<file path="config.mk">
export PLATFORM = sky130hd
export DESIGN_NAME = axi_rw_bridge
export DESIGN_NICKNAME = d
export VERILOG_FILES = /design/src/rtl/axi_rw_bridge.sv
export SDC_FILE = /design/constraint.sdc
export NUM_CORES = 1
export LEC_CHECK = 0
export CORE_AREA = 2 2 173 175
export CTS_CLUSTER_SIZE = 25
export DETAILED_ROUTE_END_ITERATION = 6
export DIE_AREA = 0 0 175 177
export GPL_ROUTABILITY_DRIVEN = 1
export GPL_TIMING_DRIVEN = 1
export PLACE_DENSITY = 0.67
export SLEW_MARGIN = 20
export SYNTH_ARGS = -nofsm -noshare
export SYNTH_HDL_FRONTEND = slang
export SYNTH_SLANG_ARGS = --single-unit
export TNS_END_PERCENT = 20
</file>
<file path="constraint.sdc">
create_clock -name clk -period 3.98 [get_ports clk]
set_input_delay 0.796 -clock clk [delete_from_list [all_inputs] [get_ports clk]]
set_output_delay 0.796 -clock clk [all_outputs]
set_load 0.03 [all_outputs]
</file>
<file path="src/rtl/axi_rw_bridge.sv">
// Bridges a simple one-shot read/write request port onto single-beat AXI4 transactions.
// Handles byte-lane alignment for writes and read data, and reports non-OKAY responses.
module axi_rw_bridge (
   input  logic        clk,
   input  logic        rst_n,
   input  logic        rw_cen_i,
   input  logic        rw_wen_i,
   input  logic [63:0] rw_addr_i,
   input  logic [63:0] rw_wdata_i,
   input  logic [2:0]  rw_size_i,
   output logic        rw_ready_o,
   output logic [63:0] rw_rdata_o,
   output logic        rw_err_o,
   output logic        aw_valid_o,
   input  logic        aw_ready_i,
   output logic [31:0] aw_addr_o,
   output logic [2:0]  aw_size_o,
   output logic [7:0]  aw_len_o,
   output logic [1:0]  aw_burst_o,
   output logic        w_valid_o,
   input  logic        w_ready_i,
   output logic [63:0] w_data_o,
   output logic [7:0]  w_strb_o,
   output logic        w_last_o,
   input  logic        b_valid_i,
   output logic        b_ready_o,
   input  logic [1:0]  b_resp_i,
   output logic        ar_valid_o,
   input  logic        ar_ready_i,
   output logic [31:0] ar_addr_o,
   output logic [2:0]  ar_size_o,
   output logic [7:0]  ar_len_o,
   output logic [1:0]  ar_burst_o,
   input  logic        r_valid_i,
   output logic        r_ready_o,
   input  logic [63:0] r_data_i,
   input  logic [1:0]  r_resp_i,
   input  logic        r_last_i
);

   // state   | meaning
   // IDLE    | waiting for rw_cen_i, captures the request
   // RD_ADDR | AR valid, waiting for ar_ready_i
   // RD_DATA | R ready, waiting for r_valid_i
   // WR_REQ  | AW and W valid, each dropped after its own handshake
   // WR_RESP | B ready, waiting for b_valid_i
   // DONE    | one-cycle rw_ready_o pulse, then back to IDLE
   typedef enum logic [2:0] {
      IDLE, RD_ADDR, RD_DATA, WR_REQ, WR_RESP, DONE
   } state_e;

   state_e      state_q;
   logic [31:0] addr_q;
   logic [2:0]  size_q;
   logic [63:0] w_data_q;
   logic [7:0]  w_strb_q;
   logic [63:0] rw_rdata_q;
   logic        aw_valid_q;
   logic        w_valid_q;
   logic        b_ready_q;
   logic        ar_valid_q;
   logic        r_ready_q;
   logic        rw_ready_q;
   logic        rw_err_q;

   logic [2:0]  size_clamp;
   logic [2:0]  off_in;
   logic [7:0]  strb_base;
   logic [63:0] wdata_aligned;
   logic [7:0]  strb_aligned;
   logic [63:0] rdata_aligned;
   logic        aw_pending;
   logic        w_pending;

   always_comb begin
      size_clamp = rw_size_i[2] ? 3'd3 : rw_size_i;
      off_in     = rw_addr_i[2:0];
      case (size_clamp[1:0])
         2'd0:    strb_base = 8'h01;
         2'd1:    strb_base = 8'h03;
         2'd2:    strb_base = 8'h0F;
         default: strb_base = 8'hFF;
      endcase
      wdata_aligned = rw_wdata_i << {off_in, 3'b000};
      strb_aligned  = strb_base << off_in;
      rdata_aligned = r_data_i >> {addr_q[2:0], 3'b000};
      // a channel is still owed a handshake if it stays valid past this edge
      aw_pending    = aw_valid_q & ~aw_ready_i;
      w_pending     = w_valid_q & ~w_ready_i;
   end

   always_ff @(posedge clk) begin
      if (!rst_n) begin
         state_q    <= IDLE;
         addr_q     <= '0;
         size_q     <= '0;
         w_data_q   <= '0;
         w_strb_q   <= '0;
         rw_rdata_q <= '0;
         aw_valid_q <= 1'b0;
         w_valid_q  <= 1'b0;
         b_ready_q  <= 1'b0;
         ar_valid_q <= 1'b0;
         r_ready_q  <= 1'b0;
         rw_ready_q <= 1'b0;
         rw_err_q   <= 1'b0;
      end else begin
         rw_ready_q <= 1'b0;
         rw_err_q   <= 1'b0;
         case (state_q)
            IDLE: begin
               if (rw_cen_i) begin
                  addr_q <= rw_addr_i[31:0];
                  size_q <= size_clamp;
                  if (rw_wen_i) begin
                     w_data_q   <= wdata_aligned;
                     w_strb_q   <= strb_aligned;
                     aw_valid_q <= 1'b1;
                     w_valid_q  <= 1'b1;
                     state_q    <= WR_REQ;
                  end else begin
                     ar_valid_q <= 1'b1;
                     state_q    <= RD_ADDR;
                  end
               end
            end
            RD_ADDR: begin
               if (ar_ready_i) begin
                  ar_valid_q <= 1'b0;
                  r_ready_q  <= 1'b1;
                  state_q    <= RD_DATA;
               end
            end
            RD_DATA: begin
               if (r_valid_i) begin
                  r_ready_q  <= 1'b0;
                  rw_rdata_q <= rdata_aligned;
                  rw_ready_q <= 1'b1;
                  rw_err_q   <= (r_resp_i != 2'b00);
                  state_q    <= DONE;
               end
            end
            WR_REQ: begin
               if (aw_ready_i) aw_valid_q <= 1'b0;
               if (w_ready_i)  w_valid_q  <= 1'b0;
               if (!aw_pending && !w_pending) begin
                  b_ready_q <= 1'b1;
                  state_q   <= WR_RESP;
               end
            end
            WR_RESP: begin
               if (b_valid_i) begin
                  b_ready_q  <= 1'b0;
                  rw_ready_q <= 1'b1;
                  rw_err_q   <= (b_resp_i != 2'b00);
                  state_q    <= DONE;
               end
            end
            default: state_q <= IDLE;
         endcase
      end
   end

   assign rw_ready_o = rw_ready_q;
   assign rw_err_o   = rw_err_q;
   assign rw_rdata_o = rw_rdata_q;
   assign aw_valid_o = aw_valid_q;
   assign aw_addr_o  = addr_q;
   assign aw_size_o  = size_q;
   assign aw_len_o   = 8'd0;
   assign aw_burst_o = 2'b01;
   assign w_valid_o  = w_valid_q;
   assign w_data_o   = w_data_q;
   assign w_strb_o   = w_strb_q;
   assign w_last_o   = 1'b1;
   assign b_ready_o  = b_ready_q;
   assign ar_valid_o = ar_valid_q;
   assign ar_addr_o  = addr_q;
   assign ar_size_o  = size_q;
   assign ar_len_o   = 8'd0;
   assign ar_burst_o = 2'b01;
   assign r_ready_o  = r_ready_q;

   // single-beat reads never look at r_last; only the low address word reaches AXI
   logic unused_inputs;
   assign unused_inputs = ^{r_last_i, rw_addr_i[63:32]};

endmodule

</file>
==> results.txt <==
The flow ran to the end, and the final reports show no timing, DRC or antenna violations. The largest fanout on the critical path came out at 30. CTS saw 180 sinks. At the placement stage, the worst setup path has a slack of 917 ps. The endpoint identified for the worst register-to-register timing path is rw_rdata_o[12]$_SDFFE_PN0P_. The worst setup path is captured at a primary output.

The number of warnings printed during yosys synthesis is 0. The mean post-synth cell area came out at 8.88 µm². 0 antenna diodes ended up in the layout.

The cell depth of the worst hold path came out at 2. The core outline area came out at 0.0292 mm². The worst register-to-register path has a depth of 5.

The count of cell types in the netlist is 53. The maximum clock path buffer count came out at 2. The post-synthesis instance area came out at 0.00980 mm². The wire length of the first global-routing pass is 57.3 mm. Dividing total power by cell area gives a power density of 495 mW/mm². The via count of the first global-routing pass is 9626. The number of vias per cell came out at 5.44. The final instance area came out at 0.0141 mm². The clock latency on the worst-skew pair is 430 ps. Setup violations remaining at the end of the flow were counted as 0. The global-route met1 utilization is 0.293. The final RePlAce weighted congestion came out at 0.955. The data required time at the worst endpoint came out at 3180 ps.

The number of levels the H-tree was split into came out at 4. The final hold violation count is 0. The chip height came out at 177 µm.

The share of total power dissipated in the clock network is 0.247. The count of pins on the block boundary came out at 443. The number of fillers in the final layout came out at 2795.

The global-route usage over all layers is 0.240. The final layout net count came out at 1608. The logic depth of the worst setup path including buffers is 1.

The top flip-flop cell by instance count after synthesis is sky130_fd_sc_hd__dfxtp_1. The wire length reported by the detailed router is 38.2 mm. The flop and latch count out of synthesis is 180. The number of routed nets with antenna violations came out at 0. The fraction of power spent switching nets came out at 0.400. The highest clock rate is 0.353 GHz. The length of the first detailed-routing pass in iterations is 5. STA classifies the critical path startpoint as a register. Setup repair after global routing left no endpoint under its margin. In this run the register-to-register setup slack is 1580 ps.

The post-synthesis sequential area ratio is 0.368. The share of total power dissipated in combinational logic is 0.424. The number of buffers inserted by hold repair at cts is 0.

In the final routed layout, each cell accounts on average for 21.2 µm. Headroom to the max-slew limit came out at 0.328. The critical path start-end classification is register to primary output.

The count of flip-flops with a built-in enable after synthesis came out at 0. The most crowded layer after global routing is met2. The aggregate global routing overflow is 0. TritonCTS created 17 clock buffers. The max-capacitance violation count came out at 0. For this run, design rule violations remaining after detail routing come to 0.

After detailed placement, the total cell area comes to 0.0136 mm². TritonCTS built the clock tree. The initial utilization of the core area, before any placement, comes to 0.335. The worst hold slack came out at 456 ps. The worst hold path begins at w_data_o[2]$_SDFFE_PN0P_. The worst vdd rail ir drop is 259 µV. The slowest stage of the critical path is the sky130_fd_sc_hd__dfxtp_2 cell. Once the clock tree was built, the setup fixing pass inserted 0 buffers. The violation count after the first detailed-route iteration came out at 777.

The horizontal extent of the die came out at 175 µm. Of the cells placed in the final design, the portion with a size suffix greater than 1 is 0.0957. The startpoint identified for the worst register-to-register timing path is ar_addr_o[1]$_SDFFE_PN0P_.

The critical path ends at ar_addr_o[1]. The cell chosen for the clock root is sky130_fd_sc_hd__clkbuf_16. The setup TNS came out at 0 ps.

The switching power of the nets is 2800 µW. The actual transition at the worst max-transition pin came out at 1010 ps. Counting I/O delays and the setup requirement, the final critical path takes 2840 ps. The data arrival at the endpoint of the critical path came out at 2040 ps. The count of input and output buffers came out at 386. The signal on the critical path passes through clkdlybuf4s50_1. For this run, the slowest stage of the critical path takes 800 ps. The internal power of the cells came out at 4200 µW. Clock-pin slew was measured on the worst setup and hold paths at 80 ps. The final period utilization is 0.713. Counting flops with an async set or reset pin after synthesis yields a share of 0. The cell count after synthesis is 1104.

The critical path's top delay family is flip-flops. The detailed placer's ending HPWL came out at 28.7 mm. The number of buffers and inverters on the critical path is 1. The layout-stage area growth over the synthesis result is 44.3%. The final worst setup slack is 1140 ps. The clock skew after layout came out at 16.2 ps.

The number of gates given a new drive strength after cts is 0. The sequential group share of total power came out at 0.329. The number of slew-limit violations in the final report came out at 0. The met3 capacity usage during global routing is 0.0576. The total vias in the final route came out at 9797.

The total die area came out at 0.0310 mm². The number of rows created at floorplan is 63. The class of the worst hold path is register to register. The initial antenna violation count was 1. The leakage component of the power is 0.00512 µW. For this run, global-route usage on met2 was measured as 0.409. The largest net degree at the start of global routing came out at 81. The origin of the worst setup path is ar_addr_o[1]$_SDFFE_PN0P_.
## registers in the layout, summed over array words and instances (netlist names)
| signal | count |
|---|---|
| ar_addr_o | 32 |
| ar_size_o | 2 |
| ar_valid_o | 1 |
| aw_valid_o | 1 |
| b_ready_o | 1 |
| r_ready_o | 1 |
| rw_err_o | 1 |
| rw_rdata_o | 64 |
| rw_ready_o | 1 |
| state_q | 3 |
| w_data_o | 64 |
| w_strb_o | 8 |
| w_valid_o | 1 |
## cells by family after synthesis
kind of cell | after synthesis | synth area share
AOI/OAI and AO/OA | 300 | 0.203
buffers and inverters | 162 | 0.0909
DFF | 180 | 0.368
muxes | 175 | 0.209
other | 2 | 0.000766
and+or+nand+nor | 285 | 0.128
## worst reg2reg max path, cell delays in order (launching register included)
cell	delay [ps]
sky130_fd_sc_hd__dfxtp_2	800
sky130_fd_sc_hd__buf_4	550
sky130_fd_sc_hd__mux2_2	420
sky130_fd_sc_hd__o22ai_1	230
sky130_fd_sc_hd__nor2_1	70
sky130_fd_sc_hd__a32o_1	220
## stage by stage
step	power, µW	cells	util
after global placement	5280	1770	0.464
after floorplan	4170	1125	-
after global routing	7330	1801	0.484
final	7010	1801	0.484
after CTS	7040	1801	0.484
after detailed placement	5300	1770	0.464
## final cells by class
| class | instances | area, µm² | area share |
|---|---|---|---|
| Clock buffer | 18 | 429 | 0.0303 |
| Sequential cell | 180 | 3610 | 0.255 |
| Clock inverter | 13 | 148 | 0.0104 |
| Timing Repair Buffer | 407 | 4020 | 0.284 |
| Multi-Input combinational cell | 783 | 5410 | 0.383 |
| Tap cell | 390 | 488 | 0.0345 |
| Inverter | 10 | 40.0 | 0.00283 |
## synthesized netlist by cell type (2+ instances only)
cell type / count / area [µm²]
sky130_fd_sc_hd__a22oi_1: 46 / 345
sky130_fd_sc_hd__o22ai_1: 25 / 156
sky130_fd_sc_hd__o2bb2ai_1: 8 / 70.1
sky130_fd_sc_hd__nor2_1: 121 / 454
sky130_fd_sc_hd__nand3_1: 19 / 95.1
sky130_fd_sc_hd__nor2b_1: 3 / 18.8
sky130_fd_sc_hd__o21ai_0: 78 / 390
sky130_fd_sc_hd__o21bai_1: 2 / 15.0
sky130_fd_sc_hd__inv_1: 8 / 30.0
sky130_fd_sc_hd__buf_4: 60 / 450
sky130_fd_sc_hd__conb_1: 2 / 7.51
sky130_fd_sc_hd__a22oi_2: 10 / 125
sky130_fd_sc_hd__a32o_1: 9 / 90.1
sky130_fd_sc_hd__mux2i_1: 119 / 1190
sky130_fd_sc_hd__inv_2: 2 / 7.51
sky130_fd_sc_hd__nor3_1: 8 / 40.0
sky130_fd_sc_hd__nand2b_1: 13 / 81.3
sky130_fd_sc_hd__clkbuf_1: 49 / 184
sky130_fd_sc_hd__a221oi_1: 33 / 289
sky130_fd_sc_hd__a211oi_1: 4 / 30.0
sky130_fd_sc_hd__dfxtp_1: 180 / 3600
sky130_fd_sc_hd__a21oi_1: 68 / 340
sky130_fd_sc_hd__buf_6: 2 / 22.5
sky130_fd_sc_hd__mux2_2: 36 / 405
sky130_fd_sc_hd__nand3b_1: 11 / 82.6
sky130_fd_sc_hd__buf_1: 7 / 26.3
sky130_fd_sc_hd__mux4_2: 20 / 450
sky130_fd_sc_hd__o31ai_1: 2 / 15.0
sky130_fd_sc_hd__a31oi_1: 2 / 12.5
sky130_fd_sc_hd__o22a_1: 2 / 17.5
sky130_fd_sc_hd__nand2_1: 100 / 375
sky130_fd_sc_hd__buf_2: 34 / 170
## layout by cell type (no fill, tap or decap), types with 2 or more instances in the layout
cell / synthesis / routed
sky130_fd_sc_hd__a211oi_1: 4 / 4
sky130_fd_sc_hd__a21oi_1: 68 / 68
sky130_fd_sc_hd__a221oi_1: 33 / 33
sky130_fd_sc_hd__a22oi_1: 46 / 46
sky130_fd_sc_hd__a22oi_2: 10 / 10
sky130_fd_sc_hd__a31oi_1: 2 / 2
sky130_fd_sc_hd__a32o_1: 9 / 9
sky130_fd_sc_hd__buf_2: 34 / 2
sky130_fd_sc_hd__buf_4: 60 / 21
sky130_fd_sc_hd__bufinv_16: 0 / 2
sky130_fd_sc_hd__clkbuf_16: 0 / 17
sky130_fd_sc_hd__clkdlybuf4s50_1: 0 / 383
sky130_fd_sc_hd__clkinv_2: 0 / 2
sky130_fd_sc_hd__clkinvlp_4: 0 / 3
sky130_fd_sc_hd__conb_1: 2 / 23
sky130_fd_sc_hd__dfxtp_1: 180 / 178
sky130_fd_sc_hd__dfxtp_2: 0 / 2
sky130_fd_sc_hd__inv_1: 8 / 7
sky130_fd_sc_hd__inv_2: 2 / 2
sky130_fd_sc_hd__inv_6: 0 / 4
sky130_fd_sc_hd__mux2_2: 36 / 36
sky130_fd_sc_hd__mux2i_1: 119 / 119
sky130_fd_sc_hd__mux4_2: 20 / 20
sky130_fd_sc_hd__nand2_1: 100 / 99
sky130_fd_sc_hd__nand2b_1: 13 / 13
sky130_fd_sc_hd__nand3_1: 19 / 19
sky130_fd_sc_hd__nand3b_1: 11 / 11
sky130_fd_sc_hd__nor2_1: 121 / 121
sky130_fd_sc_hd__nor2b_1: 3 / 3
sky130_fd_sc_hd__nor3_1: 8 / 8
sky130_fd_sc_hd__o21ai_0: 78 / 78
sky130_fd_sc_hd__o21bai_1: 2 / 2
sky130_fd_sc_hd__o22a_1: 2 / 2
sky130_fd_sc_hd__o22ai_1: 25 / 25
sky130_fd_sc_hd__o2bb2ai_1: 8 / 8
sky130_fd_sc_hd__o31ai_1: 2 / 2
## power groups by stage
stage / sequential, µW / combinational (µW) / clock, µW
floorplan: 2730 / 1440 / 0
global placement: 2340 / 2940 / 0
detailed placement: 2340 / 2960 / 0
CTS: 2300 / 2980 / 1770
global route: 2340 / 3150 / 1830
finish: 2300 / 2970 / 1730
## per-layer routing
metal  vias up  part of all wire
li1       4529                 -
met1      4703              0.41
met2       492              0.48
met3        73             0.083
met4         0             0.033
met5         -                 0
## worst min path at each step
stage	end	slack [ps]
after floorplan	rw_err_o$_SDFF_PN0_	560
final	w_data_o[2]$_SDFFE_PN0P_	460
after global routing	w_data_o[3]$_SDFFE_PN0P_	480
after global placement	w_data_o[12]$_SDFFE_PN0P_	440
after CTS	w_data_o[0]$_SDFFE_PN0P_	460
after detailed placement	w_data_o[14]$_SDFFE_PN0P_	450
Note: power is estimated with default switching activity, not from simulation.
